## config.mk

```make
export PLATFORM = sky130hd
export DESIGN_NAME = dct_read_sched_flat
export DESIGN_NICKNAME = d
export VERILOG_FILES = /design/src/rtl/dct_read_sched_if.sv /design/src/rtl/dct_read_sched.sv /design/src/flat_wrapper.sv
export SDC_FILE = /design/constraint.sdc
export NUM_CORES = 1
export LEC_CHECK = 0
export CAP_MARGIN = 10
export CORE_AREA = 2 2 415 417
export DETAILED_ROUTE_END_ITERATION = 6
export DIE_AREA = 0 0 417 419
export GPL_TIMING_DRIVEN = 1
export HOLD_SLACK_MARGIN = 0.06
export MAX_ROUTING_LAYER = met4
export PLACE_DENSITY = 0.45
export SLEW_MARGIN = 20
export SYNTH_ARGS = -nofsm -noshare
export SYNTH_HDL_FRONTEND = slang
export SYNTH_SLANG_ARGS = --single-unit
```

## constraint.sdc

```tcl
create_clock -name clk -period 2.6 [get_ports clk]
set_input_delay 0.26 -clock clk [delete_from_list [all_inputs] [get_ports clk]]
set_output_delay 0.26 -clock clk [all_outputs]
set_load 0.03 [all_outputs]
```

## src/rtl/dct_read_sched_if.sv

```systemverilog
// Bundle of the scheduler's SRAM read port, DCT output stream and status signals.
// master = the scheduler, slave = the SRAM/DCT environment driving it.
interface dct_read_sched_if;
  logic         enable;
  logic [10:0]  sram_raddr;
  logic         rd_en;
  logic [511:0] sram_rdata;
  logic [511:0] dct_data;
  logic         dct_valid;
  logic         dct_ready;
  logic [1:0]   plane;
  logic [9:0]   blk_idx;
  logic         plane_done;
  logic         frame_done;
  logic         busy;

  modport master (
    input  enable, sram_rdata, dct_ready,
    output sram_raddr, rd_en, dct_data, dct_valid, plane, blk_idx,
           plane_done, frame_done, busy
  );

  modport slave (
    output enable, sram_rdata, dct_ready,
    input  sram_raddr, rd_en, dct_data, dct_valid, plane, blk_idx,
           plane_done, frame_done, busy
  );
endinterface

```

## src/rtl/dct_read_sched.sv

```systemverilog
// Streams one frame (3 planes x 576 blocks, interleaved in SRAM) to the DCT in plane-major order.
// Optional macro DCT_SCHED_BACKPRESSURE_EN: honour dct_ready via a 2-entry credited skid buffer.
module dct_read_sched (
  input  logic                    clk,
  input  logic                    rst_n,
  dct_read_sched_if.master        bus,
  output logic [1:0]              state_dbg
);
  // Handshake: an output block transfers in a cycle where dct_valid and dct_ready are both 1;
  // while dct_valid=1 and dct_ready=0, dct_data/plane/blk_idx hold; sram_rdata follows rd_en by one cycle.
  typedef enum logic [1:0] {IDLE = 2'd0, RUN = 2'd1, DRAIN = 2'd2, DONE = 2'd3} state_t;

  localparam logic [9:0] LAST_BLK   = 10'd575;
  localparam logic [1:0] LAST_PLANE = 2'd2;

  state_t       state, state_nxt;
  logic [10:0]  raddr;
  logic [9:0]   iss_blk;
  logic [1:0]   iss_plane;
  logic         issue, last_issue, credit_ok, hs;
  logic         pend;
  logic [9:0]   pend_blk;
  logic [1:0]   pend_plane;
  logic         out_valid;
  logic [511:0] out_data;
  logic [1:0]   out_plane;
  logic [9:0]   out_blk;

  assign issue      = (state == RUN) && credit_ok;
  assign last_issue = issue && (iss_plane == LAST_PLANE) && (iss_blk == LAST_BLK);

  always_ff @(posedge clk or negedge rst_n) begin
    if (!rst_n) state <= IDLE;
    else        state <= state_nxt;
  end

  always_comb begin
    state_nxt = state;
    unique case (state)
      IDLE:    if (bus.enable) state_nxt = RUN;
      RUN:     if (last_issue) state_nxt = DRAIN;
      DRAIN:   if (hs && out_plane == LAST_PLANE && out_blk == LAST_BLK) state_nxt = DONE;
      DONE:    if (!bus.enable) state_nxt = IDLE;
      default: state_nxt = IDLE;
    endcase
  end

  // Address walks +3 within a plane and wraps to the next plane's base; it freezes on the final read.
  always_ff @(posedge clk or negedge rst_n) begin
    if (!rst_n) begin
      raddr     <= '0;
      iss_blk   <= '0;
      iss_plane <= '0;
    end else if (state == IDLE && bus.enable) begin
      raddr     <= '0;
      iss_blk   <= '0;
      iss_plane <= '0;
    end else if (issue && !last_issue) begin
      if (iss_blk == LAST_BLK) begin
        iss_blk   <= '0;
        iss_plane <= iss_plane + 2'd1;
        raddr     <= {9'd0, iss_plane + 2'd1};
      end else begin
        iss_blk <= iss_blk + 10'd1;
        raddr   <= raddr + 11'd3;
      end
    end
  end

  // Tag of the read whose data is on sram_rdata this cycle.
  always_ff @(posedge clk or negedge rst_n) begin
    if (!rst_n) begin
      pend       <= 1'b0;
      pend_blk   <= '0;
      pend_plane <= '0;
    end else begin
      pend <= issue;
      if (issue) begin
        pend_blk   <= iss_blk;
        pend_plane <= iss_plane;
      end
    end
  end

`ifdef DCT_SCHED_BACKPRESSURE_EN
  logic [511:0] fifo_data  [2];
  logic [1:0]   fifo_plane [2];
  logic [9:0]   fifo_blk   [2];
  logic         rd_ptr, wr_ptr;
  logic [1:0]   count;
  logic [1:0]   credits;

  // A credit freed by this cycle's handshake may be spent by this cycle's read.
  assign credit_ok = (credits != 2'd0) || hs;
  assign out_valid = (count != 2'd0);
  assign hs        = out_valid && bus.dct_ready;

  always_comb begin
    out_data  = fifo_data[rd_ptr];
    out_plane = fifo_plane[rd_ptr];
    out_blk   = fifo_blk[rd_ptr];
  end

  always_ff @(posedge clk or negedge rst_n) begin
    if (!rst_n) begin
      for (int i = 0; i < 2; i++) begin
        fifo_data[i]  <= '0;
        fifo_plane[i] <= '0;
        fifo_blk[i]   <= '0;
      end
      rd_ptr  <= 1'b0;
      wr_ptr  <= 1'b0;
      count   <= 2'd0;
      credits <= 2'd2;
    end else begin
      if (pend) begin
        fifo_data[wr_ptr]  <= bus.sram_rdata;
        fifo_plane[wr_ptr] <= pend_plane;
        fifo_blk[wr_ptr]   <= pend_blk;
        wr_ptr             <= ~wr_ptr;
      end
      if (hs) rd_ptr <= ~rd_ptr;
      count   <= count + {1'b0, pend} - {1'b0, hs};
      credits <= credits - {1'b0, issue} + {1'b0, hs};
    end
  end
`else
  // No backpressure: every registered block is consumed the cycle it is shown.
  assign credit_ok = 1'b1;
  assign hs        = out_valid;

  always_ff @(posedge clk or negedge rst_n) begin
    if (!rst_n) begin
      out_valid <= 1'b0;
      out_data  <= '0;
      out_plane <= '0;
      out_blk   <= '0;
    end else begin
      out_valid <= pend;
      if (pend) begin
        out_data  <= bus.sram_rdata;
        out_plane <= pend_plane;
        out_blk   <= pend_blk;
      end
    end
  end
`endif

  assign bus.rd_en      = issue;
  assign bus.sram_raddr = raddr;
  assign bus.dct_valid  = out_valid;
  assign bus.dct_data   = out_data;
  assign bus.plane      = out_plane;
  assign bus.blk_idx    = out_blk;
  assign bus.plane_done = hs && (out_blk == LAST_BLK);
  assign bus.frame_done = hs && (out_blk == LAST_BLK) && (out_plane == LAST_PLANE);
  assign bus.busy       = (state == RUN) || (state == DRAIN);
  assign state_dbg      = state;
endmodule

```

## src/flat_wrapper.sv

```systemverilog
// flat-port wrapper written by rule: the top's interface ports become plain ports
module dct_read_sched_flat 
  (clk, rst_n, state_dbg, bus_enable, bus_sram_rdata, bus_dct_ready, bus_sram_raddr, bus_rd_en, bus_dct_data, bus_dct_valid, bus_plane, bus_blk_idx, bus_plane_done, bus_frame_done, bus_busy);
  dct_read_sched_if bus_i ();
  input  logic clk;
  input  logic rst_n;
  output logic [1:0] state_dbg;
  input wire logic [$bits(bus_i.enable)-1:0] bus_enable;
  input wire logic [$bits(bus_i.sram_rdata)-1:0] bus_sram_rdata;
  input wire logic [$bits(bus_i.dct_ready)-1:0] bus_dct_ready;
  output wire logic [$bits(bus_i.sram_raddr)-1:0] bus_sram_raddr;
  output wire logic [$bits(bus_i.rd_en)-1:0] bus_rd_en;
  output wire logic [$bits(bus_i.dct_data)-1:0] bus_dct_data;
  output wire logic [$bits(bus_i.dct_valid)-1:0] bus_dct_valid;
  output wire logic [$bits(bus_i.plane)-1:0] bus_plane;
  output wire logic [$bits(bus_i.blk_idx)-1:0] bus_blk_idx;
  output wire logic [$bits(bus_i.plane_done)-1:0] bus_plane_done;
  output wire logic [$bits(bus_i.frame_done)-1:0] bus_frame_done;
  output wire logic [$bits(bus_i.busy)-1:0] bus_busy;
  assign bus_i.enable = bus_enable;
  assign bus_i.sram_rdata = bus_sram_rdata;
  assign bus_i.dct_ready = bus_dct_ready;
  assign bus_sram_raddr = bus_i.sram_raddr;
  assign bus_rd_en = bus_i.rd_en;
  assign bus_dct_data = bus_i.dct_data;
  assign bus_dct_valid = bus_i.dct_valid;
  assign bus_plane = bus_i.plane;
  assign bus_blk_idx = bus_i.blk_idx;
  assign bus_plane_done = bus_i.plane_done;
  assign bus_frame_done = bus_i.frame_done;
  assign bus_busy = bus_i.busy;
  dct_read_sched u_core (.clk(clk), .rst_n(rst_n), .bus(bus_i), .state_dbg(state_dbg));
endmodule
```

==> Word level (Yosys, flattened, before mapping) <==
Cells that the tools add are included.
{ "totals": {"register_bits": 563, "in_bits": 516, "wordCells": 54} }
{ "op_classes": {"n_addsub": 3, "eq_ne": 11, "mux": 14, "reduce_logical": 15} }
{ "op_table": {"columns": ["operator", "count"], "rows": [
  ["11-bit two-way mux", 3],
  ["10-bit two-way mux", 3],
  ["10-bit equality test, second input constant", 2],
  ["2-bit two-way mux", 7],
  ["11-bit by 2-bit adder with 11-bit output, second input constant", 1],
  ["10-bit by 1-bit adder with 10-bit output, second input constant", 1],
  ["2-bit equality test, second input constant", 4],
  ["1-bit logical AND", 8],
  ["2-bit one-hot mux with 4 select lines", 1],
  ["2-bit != test, second input constant", 3],
  ["4-bit AND reduction", 1],
  ["2-bit nonzero test", 2],
  ["2-bit by 1-bit adder with 2-bit output, second input constant", 1],
  ["2-bit by 1-bit equality test with 1-bit output, second input constant", 1],
  ["2-bit logical NOT", 1],
  ["2-bit by 1-bit != test with 1-bit output, second input constant", 1],
  ["2-bit AND reduction", 1],
  ["1-bit logical NOT", 1],
  ["1-bit logical OR", 1]
]} }

==> Logic depth before layout (Yosys ltp) <==
Gate-level depths: netlist of run 1.
{ "depth": {"depth_word": 7, "ltp_mapped": 7, "depth_no_buf": 6} }

==> Least setup slack after synthesis of run 1 <==
No wires, ideal clock.
{ "synth_path": {"path_kind": "reg2reg", "from": "reg u_core.out_blk[7] (netlist: u_core.bus.blk_idx[7])", "to": "reg u_core.state[1] (netlist: u_core.state_dbg[1])", "setup_time_ns": 0.125, "arrival_ns": 2.649, "path_slack_ns": -0.174, "stages_incl_launch_ff": 5, "n_path_buf": 0, "period_less_slack_ns": 2.774, "cell_sequence": "dfrtp_1 > or4b_1 > nor4_1 > o211ai_1 > mux2_2"} }
{ "synth_between": {"elab_chain_cells": 4} }
{ "synth_rtl": {"columns": ["element", "line_no", "source"], "rows": [
  ["from (decl)", "dct_read_sched.sv:27", "logic [9:0] out_blk;"],
  ["from (signal assigned)", "dct_read_sched.sv:143", "out_blk <= pend_blk;"],
  ["10-bit equality test", "dct_read_sched.sv:42", "DRAIN: if (hs && out_plane == LAST_PLANE && out_blk == LAST_BLK) state_nxt = DONE;"],
  ["1-bit logical AND", "dct_read_sched.sv:42", null],
  ["2-bit by 1-bit != test with 1-bit output (no line)", null, null],
  ["4-bit AND reduction (no line)", null, null],
  ["to (signal assigned)", "dct_read_sched.sv:34", "else state <= state_nxt;"],
  ["to (decl)", "dct_read_sched.sv:16", "state_t state, state_nxt;"]
]} }
Every way passes these cells.
A chain may end at the register's enable or synchronous reset.

==> Worst setup path after layout of run 1 <==
{ "layout_path": {"from": "reg u_core.out_blk[6] (netlist: u_core.bus.blk_idx[6])", "to": "out bus_plane_done"} }
{ "layout_between": {"elab_chain_cells": 2} }
{ "layout_rtl": {"columns": ["element", "line_no", "source"], "rows": [
  ["10-bit equality test", "dct_read_sched.sv:155", "assign bus.plane_done = hs && (out_blk == LAST_BLK);"],
  ["1-bit logical AND", "dct_read_sched.sv:155", null],
  ["to (decl)", "flat_wrapper.sv:17", "output wire logic [$bits(bus_i.plane_done)-1:0] bus_plane_done;"]
]} }
Every way passes these cells.

==> flow_metrics.py, run 1 <==
metrics = {
    "detailed_routing": {
        "ant_nets": 0,
        "detail_route.wl_per_cell_um": 22.4,
        "drt-pass1-iter-count": 7,
        "avgViaCountPerCell": 3.27,
        "wirelength_um": 106000,
        "drc": 6,
        "vias": 15466,
        "drtIter0Drc": 461,
    },
    "clock_tree": {
        "cts_root_buf": "clkbuf_16",
        "path_clk_slew_ns": 0.06,
        "cts_tree": "done",
        "clockBufferDepth": 3,
        "clock-sinks": 563,
        "clock_latency_ns": 0.70,
        "cts_inserted_buffers": 74,
        "cts_max_level": 3,
    },
    "layout": {
        "nFillCells": 18138,
        "fin_nets": 2930,
        "drive_gt1_share_pct": 29.4,
        "area_growth_pct": 77.8,
        "stdcell_area_um2": 37800,
        "stdcell_count": 4735,
    },
    "setup_path": {
        "startpoint_type": "flop",
        "crit_type": "flop to primary output",
        "regToRegSetupSlack_ns": 0.43,
        "path_max_fanout": 3,
        "crit_start": "u_core.bus.blk_idx[6]",
        "path_delay_family": "simple AND/OR/NAND/NOR gates",
        "worstPathArrival_ns": 2.19,
        "crit_chain": "or4b_4, nor3_1, clkdlybuf4s15_2",
        "crit_required_ns": 2.34,
        "critPathBufInv": 1,
        "cp_slowest_cell": "or4b_4",
        "max_stage_delay_ns": 0.57,
        "crit_path_end_kind": "primary output",
        "r2r_start": "u_core.iss_blk[7]",
    },
    "placed_design": {
        "numPortBuffers": 1056,
        "place_area_um2": 35000,
        "place_ws_ns": 0.430,
        "gp_congestion": 0.845,
        "hpwlAfterDp_um": 85900,
        "placed_cells": 4561,
    },
    "power": {
        "power.leakage_nw": 15.1,
        "peakVddDrop_mv": 0.457,
        "p_per_area_nw_per_um2": 637,
    },
    "floorplanning": {
        "core-area_um2": 171000,
        "rows": 152,
        "ios": 1058,
        "die_h_um": 419,
        "die_area_um2": 175000,
        "die_x_um": 417,
        "start_util_pct": 12.5,
    },
    "synth": {
        "syn_nets": 1812,
        "synth_top_area_share_pct": 66.3,
        "synth_cells": 1288,
        "synthTopCellsByArea": "dfrtp_1, mux2_2, clkbuf_1",
        "async_flop_share_pct": 100,
        "synthFlopType": "dfrtp_1",
        "synth.cell_area_um2": 21200,
        "synth_cell_types": 45,
        "ys_seq_elements": 563,
        "yosysSeqAreaShare_pct": 66.3,
        "synth.most_common_cell": "dfrtp_1",
        "synth_warnings": 0,
        "syn_area_per_cell_um2": 16.5,
        "synth_edf_count": 0,
        "synth_largest_area_cell": "dfrtp_1",
        "yosys-top-cells-count": "dfrtp_1, mux2_2, clkbuf_1, nor3_1",
    },
    "grt": {
        "grt_max_degree": 72,
        "grt_overflow_total": 0,
        "grt_pass1_wl_um": 143000,
        "top_usage_layer": "met2",
        "met1_usage_pct": 14.1,
        "antenna_found_initial": 45,
        "track_usage_pct": 12.2,
        "use_met3_pct": 3.92,
        "grt_pass1_vias": 16527,
        "grt.met2_usage_pct": 20.1,
    },
    "timing": {
        "setup_violations": 0,
        "finalHoldViolations": 0,
        "max_freq_mhz": 407,
        "tightest_slew_ns": 0.626,
        "fin_ws_ns": 0.145,
        "fin_skew_ns": 0.0281,
        "final_max_slew_viol_count": 0,
        "fin_crit_sh_pct": 94.4,
        "max-slew-margin-rel_pct": 58.1,
        "tns_ns": 0,
        "min_period_ns": 2.45,
        "rsz0062_at_grt": "false",
    },
    "run": {
        "max-cap-violations": 0,
    },
    "outcome": {
        "status": "complete, but fails checks",
        "violations": "design-rule violations",
    },
    "worst_hold_path": {
        "hold_class": "input pin to async pin",
    },
}
## final cells by class
type	instances	area, um^2	area share (%)
clock inverters	28	432	1.14
well taps	2233	2790	7.39
flip-flops and latches	563	14100	37.3
clock buffers	108	2250	5.96
repair buffers	1106	11200	29.6
diodes	36	90.1	0.238
multi-input cells	652	6890	18.2
inverters	9	33.8	0.0894
## power breakdown
part	leakage (nW)	switching, mW	internal [mW]
Combinational	7.22	1.67	1.67
Clock	1.32	4.38	6.93
Sequential	6.57	0.262	9.17
## worst register-to-register path: cells and delay by family, from the launching register on
family	cells	cell delay, ns
flops	1	0.44
buf+inv	1	0.27
compound gates	2	0.66
simple gates	2	0.68
## layout by cell type, fill, tap and decap left out, types with 2 or more instances in the layout
cell | Yosys | final
a211o_1 | 6 | 6
a21o_1 | 3 | 3
a21oi_1 | 3 | 3
a22o_1 | 2 | 2
and2_1 | 3 | 3
and3_1 | 5 | 5
buf_12 | 0 | 20
buf_4 | 1 | 30
bufinv_16 | 0 | 9
clkbuf_1 | 55 | 9
clkbuf_16 | 0 | 76
clkbuf_8 | 0 | 23
clkdlybuf4s50_1 | 0 | 1051
clkinv_2 | 0 | 10
clkinv_8 | 0 | 2
clkinvlp_4 | 0 | 3
dfrtp_1 | 563 | 562
diode_2 | 0 | 36
ha_1 | 8 | 8
inv_1 | 9 | 9
inv_6 | 0 | 2
mux2_2 | 537 | 537
mux2i_1 | 4 | 4
nand2_1 | 9 | 9
nand2b_1 | 2 | 2
nand3_1 | 6 | 6
nand4_1 | 4 | 4
nor2_1 | 8 | 8
nor3_1 | 11 | 11
o211ai_1 | 2 | 2
o21ai_0 | 7 | 7
o2bb2ai_1 | 5 | 5
or2_2 | 2 | 2
or3_1 | 3 | 3
or4b_4 | 1 | 2
xnor2_1 | 3 | 3
xor2_1 | 2 | 2
## through the flow
stage / hold WS [ns] / total power [mW] / util [%]
final: 0.155 / 24.1 / 22.2
after global routing: 0.120 / 25.1 / 22.1
after CTS: 0.0660 / 24.6 / 22.1
after detailed placement: 0.284 / 13.0 / 20.5
after global placement: 0.283 / 13.0 / 20.5
after floorplan: -0.0356 / 10.7 / -
## sequential cells by signal, indices dropped and copies added, names as in the netlist
name and count:
u_core.bus.dct_data 512, u_core.bus.plane 2, u_core.state_dbg 2, u_core.bus.blk_idx 10, u_core.iss_blk 10, u_core.pend_blk 10, u_core.bus.dct_valid 1, u_core.pend 1
u_core.pend_plane 2, u_core.bus.sram_raddr 11, u_core.iss_plane 2
## routing by layer
layer / share of wire [%] / wire [um] / vias up
li1: - / - / 6940
met1: 41 / 43100 / 7975
met2: 50 / 53500 / 449
met3: 7.0 / 7420 / 102
met4: 2.1 / 2180 / 0
met5: 0 / 0 / -
## path summary, 6_finish.rpt
check | end | depth (start not counted)
min in group clk | u_core.bus.dct_data[343] | 2
max | bus_plane_done | 3
max in group asynchronous | u_core.bus.dct_data[412] | 3
min reg2reg | u_core.bus.dct_data[58] | 1
max reg2reg | u_core.iss_blk[5] | 5
min | u_core.bus.blk_idx[4] | 2
## cells by family (layout without fill, tap and decap cells)
kind of cell               after synthesis  in the layout  synth area share, %
adders and majority gates                8              8                0.471
muxes                                  541            541                 28.6
xor gates and xnor gates                 5              5                0.206
and+or+nand+nor                         61             61                 1.59
other                                    0             36                    0
DFF                                    563            563                 66.3
AOI/OAI and AO/OA                       37             37                 1.43
buffers and inverters                   73           1251                 1.35
## timing repair
| item | 4_1_cts | 5_1_grt |
|---|---|---|
| pin swaps | 1 | 1 |
| endpoints found under the hold margin | 332 | 0 |
| endpoints found under the setup margin | 3 | 1 |
| setup buffers | 1 | 0 |
| hold buffers | 1 | 0 |
| cloned | 0 | 0 |
| resized for setup | 6 | 2 |
(Power assumes the default switching activity.)
==> run 2, diff against run 1 <==
Clock period 2.6 ns to 2.3 ns, I/O delays scaled along.
==> run 2 against run 1 <==
The run ends with negative setup slack left. Sequential power is 13% higher. Clock-buffer cell count up 7. Sequential share of layout area about the same. Die area unchanged. Cell count increased by 0.61%. Total power increased by 8.5%. Critical path type unchanged. Largest cell class unchanged. Highest routed layer unchanged.
==> flow_metrics.py, run 2 (synthesis gave the netlist of run 1 again) <==
metrics = {
    "clock_tree": {
        "cts_max_level": 3,
        "cts_tree": "done",
        "cts_root_buf": "clkbuf_16",
        "cts_inserted_buffers": 74,
        "clock-sinks": 563,
        "clockBufferDepth": 3,
        "path_clk_slew_ns": 0.06,
        "clock_latency_ns": 0.70,
    },
    "timing": {
        "finalHoldViolations": 0,
        "min_period_ns": 2.33,
        "final_max_slew_viol_count": 0,
        "fin_crit_sh_pct": 101,
        "rsz0062_at_grt": "true",
        "setup_violations": 2,
        "fin_skew_ns": 0.0347,
        "tightest_slew_ns": 0.633,
        "max-slew-margin-rel_pct": 57.9,
        "fin_ws_ns": -0.0285,
        "tns_ns": -0.0465,
        "max_freq_mhz": 429,
    },
    "outcome": {
        "status": "complete, but fails checks",
        "violations": "negative setup slack",
    },
    "floorplanning": {
        "die_x_um": 417,
        "core-area_um2": 171000,
        "rows": 152,
        "start_util_pct": 12.5,
        "ios": 1058,
        "die_area_um2": 175000,
        "die_h_um": 419,
    },
    "layout": {
        "largest_reg_flops": 512,
        "fin_nets": 2964,
        "final_cell_mix": "clkdlybuf4s50_1, dfrtp_1, mux2_2",
        "stdcell_count": 4764,
        "stdcell_area_um2": 37800,
        "drive_gt1_share_pct": 29.7,
        "final_common_cell": "clkdlybuf4s50_1",
        "nFillCells": 18167,
        "utilization_pct": 22.1,
        "area_growth_pct": 77.7,
    },
    "grt": {
        "grt_pass1_wl_um": 135000,
        "grt_pass1_vias": 16611,
        "track_usage_pct": 11.3,
        "antenna_found_initial": 37,
        "grt_max_degree": 88,
        "grt_overflow_total": 0,
    },
    "placed_design": {
        "gp_congestion": 0.843,
        "hpwlAfterDp_um": 79700,
        "place_area_um2": 35000,
        "placed_cells": 4576,
        "numPortBuffers": 1056,
    },
    "detailed_routing": {
        "drc": 0,
        "wirelength_um": 99000,
        "detail_route.wl_per_cell_um": 20.8,
        "drt-pass1-iter-count": 4,
        "avgViaCountPerCell": 3.26,
        "drtIter0Drc": 578,
        "ant_nets": 0,
        "vias": 15527,
    },
    "power": {
        "p_per_area_nw_per_um2": 692,
        "peakVddDrop_mv": 0.524,
        "power_mw": 26.1,
        "power.leakage_nw": 15.1,
    },
    "setup_path": {
        "cp_slowest_cell": "or4b_4",
        "worstPathArrival_ns": 2.10,
        "rr_worst_depth": 9,
        "max_stage_delay_ns": 0.60,
        "crit_chain": "or4b_4, nor4_4, buf_4, buf_12",
        "crit_type": "flop to primary output",
        "startpoint_type": "flop",
        "path_max_fanout": 2,
        "crit_required_ns": 2.07,
        "crit_path_end_kind": "primary output",
    },
    "worst_hold_path": {
        "hold_class": "input pin to async pin",
    },
    "run": {
        "max-cap-violations": 0,
    },
}
run 2: changes by cell type in the layout (fill, tap and decap cells not counted), sizes merged:
cell / previous run / this run
buf: 52 / 83
clkdlybuf4s50: 1051 / 1039
dlygate4sd3: 1 / 13
clkbuf: 108 / 115
bufinv: 9 / 3
clkinv: 14 / 9
dlygate4sd2: 1 / 5
clkinvlp: 3 / 1
clkdlybuf4s15: 1 / 0
inv: 11 / 12
run 2: per-stage QoR:
stage / hold slack, ns / worst slack [ns]
global placement: 0.255 / 0.287
floorplan: -0.0656 / 0.0920
finish: 0.129 / -0.0285
CTS: 0.0602 / -0.112
global route: 0.0812 / -0.150
detailed placement: 0.255 / 0.255
run 2: path summary, 6_finish.rpt:
path | startpoint | to | slack [ns]
worst max-delay path | u_core.bus.blk_idx[8] | bus_frame_done | -0.03
worst min-delay path | rst_n | u_core.bus.sram_raddr[9] | 0.13
worst max register to register | u_core.bus.blk_idx[8] | u_core.state_dbg[1] | 0.11
worst min register to register | u_core.bus.dct_data[359] | u_core.bus.dct_data[359] | 0.50
max in group asynchronous | rst_n | u_core.pend | 1.26
min in group clk | bus_sram_rdata[480] | u_core.bus.dct_data[480] | 0.15
run 2: routing by layer:
metal  vias to the layer above  wire length (um)  GRT usage, %  share of wire [%]
met3                        99              8370          4.19                8.4
li1                       6976                 -             -                  -
met2                       450             48700          18.0                 49
met1                      8002             39900          13.3                 40
met4                         0              2020          3.06                2.0
met5                         -                 0             -                  0
run 2: power by group:
part / switching [mW] / internal (mW)
Combinational: 1.84 / 1.88
Sequential: 0.290 / 10.4
Clock: 4.77 / 6.97
run 2: worst max-delay path: cells and delay by family, from the launching register on:
kind,cells,cell delay (ns)
AND/OR/NAND/NOR,2,0.77
buffers and inverters,2,0.27
flip-flops,1,0.38
run 2: layout make-up:
class / count / area, um^2 / share of cell area [%]
sequential: 563 / 14100 / 37.3
timing repair buffer: 1140 / 11400 / 30.2
multi-input combinational: 652 / 6910 / 18.3
tap: 2233 / 2790 / 7.40
clock buffer: 115 / 2220 / 5.87
clock inverter: 16 / 214 / 0.567
antenna: 36 / 90.1 / 0.239
inverter: 9 / 33.8 / 0.0895
run 2: repair_timing:
item / 4_1_cts / 5_1_grt
gates cloned: 0 / 0
pin swaps: 2 / 1
buffers inserted: 9 / 1
hold buffers: 13 / 0
endpoints found under the setup margin: 9 / 4
endpoints found under the hold margin: 451 / 0
resized for setup: 11 / 3
==> run 3, diff against run 2 <==
Settings changed: HOLD_SLACK_MARGIN 0.06 to 0.1, TNS_END_PERCENT set to 20.
Clock period 2.3 ns to 2.4 ns, I/O delays scaled along.
==> run 3 against run 2 <==
Largest cell class unchanged. Sequential share of layout area fell by 2.1 points. Via count rose by 5.3%. Total power increased by 1.0%. Highest routed layer unchanged. Global-route usage increased by 1.0 points. The run now ends clean. Setup slack gained 0.12 ns. Design area grew 5.9%.
==> flow_metrics.py, run 3 (synthesis gave the netlist of run 1 again) <==
metrics = {
    "timing": {
        "max-slew-margin-rel_pct": 56.2,
        "setup_violations": 0,
        "tns_ns": 0,
        "max_freq_mhz": 432,
        "min_period_ns": 2.31,
        "fin_crit_sh_pct": 96.4,
        "fin_skew_ns": 0.0240,
        "final_max_slew_viol_count": 0,
        "tightest_slew_ns": 0.654,
        "fin_hold_ws_ns": 0.189,
        "rsz0062_at_grt": "true",
        "finalHoldViolations": 0,
    },
    "placed_design": {
        "placed_cells": 4573,
        "hpwlAfterDp_um": 86000,
        "numPortBuffers": 1056,
        "gp_congestion": 0.841,
    },
    "floorplanning": {
        "ios": 1058,
        "start_util_pct": 12.5,
        "die_x_um": 417,
        "die_area_um2": 175000,
        "rows": 152,
        "die_h_um": 419,
        "core-area_um2": 171000,
    },
    "grt": {
        "track_usage_pct": 12.3,
        "grt_max_degree": 75,
        "grt_pass1_vias": 17605,
        "top_usage_layer": "met2",
        "grt_overflow_total": 0,
        "antenna_found_initial": 38,
        "grt_pass1_wl_um": 146000,
        "grt.met2_usage_pct": 20.4,
        "use_met3_pct": 3.89,
        "met1_usage_pct": 14.6,
    },
    "layout": {
        "final_cell_mix": "clkdlybuf4s50_1, dfrtp_1, mux2_2",
        "nFillCells": 18024,
        "drive_gt1_share_pct": 26.9,
        "area_growth_pct": 88.2,
        "stdcell_count": 4956,
        "final_common_cell": "clkdlybuf4s50_1",
        "fin_nets": 3158,
        "largest_reg_flops": 512,
    },
    "clock_tree": {
        "cts_max_level": 3,
        "clock_latency_ns": 0.69,
        "cts_tree": "done",
        "post-cts-setup-buffers": 0,
        "cts_inserted_buffers": 75,
        "clock-sinks": 563,
        "path_clk_slew_ns": 0.06,
        "cts_root_buf": "clkbuf_16",
        "clockBufferDepth": 3,
    },
    "setup_path": {
        "path_max_fanout": 2,
        "r2r_start": "u_core.iss_blk[8]",
        "worstPathArrival_ns": 2.07,
        "crit_path_end_kind": "primary output",
        "rr_worst_depth": 4,
        "rr_endpoint": "u_core.state_dbg[1]",
        "startpoint_type": "flop",
        "regToRegSetupSlack_ns": 0.37,
        "crit_type": "flop to primary output",
        "crit_required_ns": 2.16,
        "crit_start": "u_core.bus.blk_idx[7]",
        "crit_end": "bus_frame_done",
    },
    "run": {
        "max-cap-violations": 0,
    },
    "detailed_routing": {
        "vias": 16346,
        "avgViaCountPerCell": 3.30,
        "detail_route.wl_per_cell_um": 21.6,
        "drt-pass1-iter-count": 4,
        "wirelength_um": 107000,
        "drc": 0,
        "ant_nets": 0,
        "drtIter0Drc": 433,
    },
    "power": {
        "peakVddDrop_mv": 0.516,
        "power.leakage_nw": 16.0,
        "p_per_area_nw_per_um2": 660,
    },
    "outcome": {
        "status": "finished, final reports clean",
    },
    "worst_hold_path": {
        "hold_class": "input pin to async pin",
    },
}
-- run 3: cell count changes in the layout (fill, tap and decap cells not counted), moves of 2 or more --
| cell | delta |
|---|---|
| bufinv_16 | +8 |
| dlygate4sd3_1 | +204 |
| dlygate4sd2_1 | -5 |
| buf_4 | -24 |
| clkbuf_16 | +3 |
| buf_12 | +6 |
| diode_2 | -2 |
| clkbuf_8 | -8 |
| clkbuf_1 | -2 |
| clkdlybuf4s50_1 | +11 |
-- run 3: power breakdown --
| part | internal (mW) | switching, mW |
|---|---|---|
| Combinational | 2.04 | 1.88 |
| Sequential | 9.94 | 0.280 |
| Clock | 7.48 | 4.75 |
-- run 3: metrics by stage --
stage | power [mW] | utilization, % | worst slack (ns) | instance area, um^2
final | 26.4 | 23.4 | 0.0871 | 40000
after global routing | 27.5 | 23.4 | -0.0524 | 40000
after global placement | 14.1 | 20.6 | 0.227 | 35100
after floorplan | 11.6 | - | 0.00233 | 21300
after CTS | 27.0 | 23.4 | -0.0400 | 39900
after detailed placement | 14.1 | 20.6 | 0.271 | 35100
-- run 3: repair_timing --
action                                  CTS  global route
hold buffers                            217             0
endpoints found under the hold margin   644             0
gates resized for setup                   7             3
endpoints found under the setup margin    2             2
pin swaps                                 1             0
-- run 3: critical path: stages (launching register included) --
cell and delay, ns:
dfrtp_1 0.39, or4b_4 0.56, nor4_4 0.16, buf_6 0.17
buf_12 0.12
-- run 3: layout make-up --
class                           count  area (um^2)  area share (%)
Timing Repair Buffer             1333        13500            33.7
Antenna cell                       34         85.1           0.213
Inverter                            9         33.8          0.0845
Tap cell                         2233         2790            6.99
Clock inverter                     24          443            1.11
Clock buffer                      108         2170            5.44
Sequential cell                   563        14100            35.2
Multi-Input combinational cell    652         6890            17.2
-- run 3: worst min-delay path by stage --
stage / endpoint / slack (ns) / depth (start not counted)
floorplan: u_core.bus.blk_idx[0] / -0.06 / 0
global placement: u_core.bus.dct_data[112] / 0.30 / 1
detailed placement: u_core.bus.dct_data[112] / 0.31 / 1
CTS: u_core.bus.dct_data[237] / 0.10 / 2
global route: u_core.bus.dct_data[229] / 0.12 / 2
finish: u_core.bus.dct_data[112] / 0.19 / 2
-- run 3: routing by layer --
metal	vias to the layer above	wire [um]
li1	7383	-
met1	8426	44100
met2	431	54200
met3	106	7040
met4	0	1780
met5	-	0
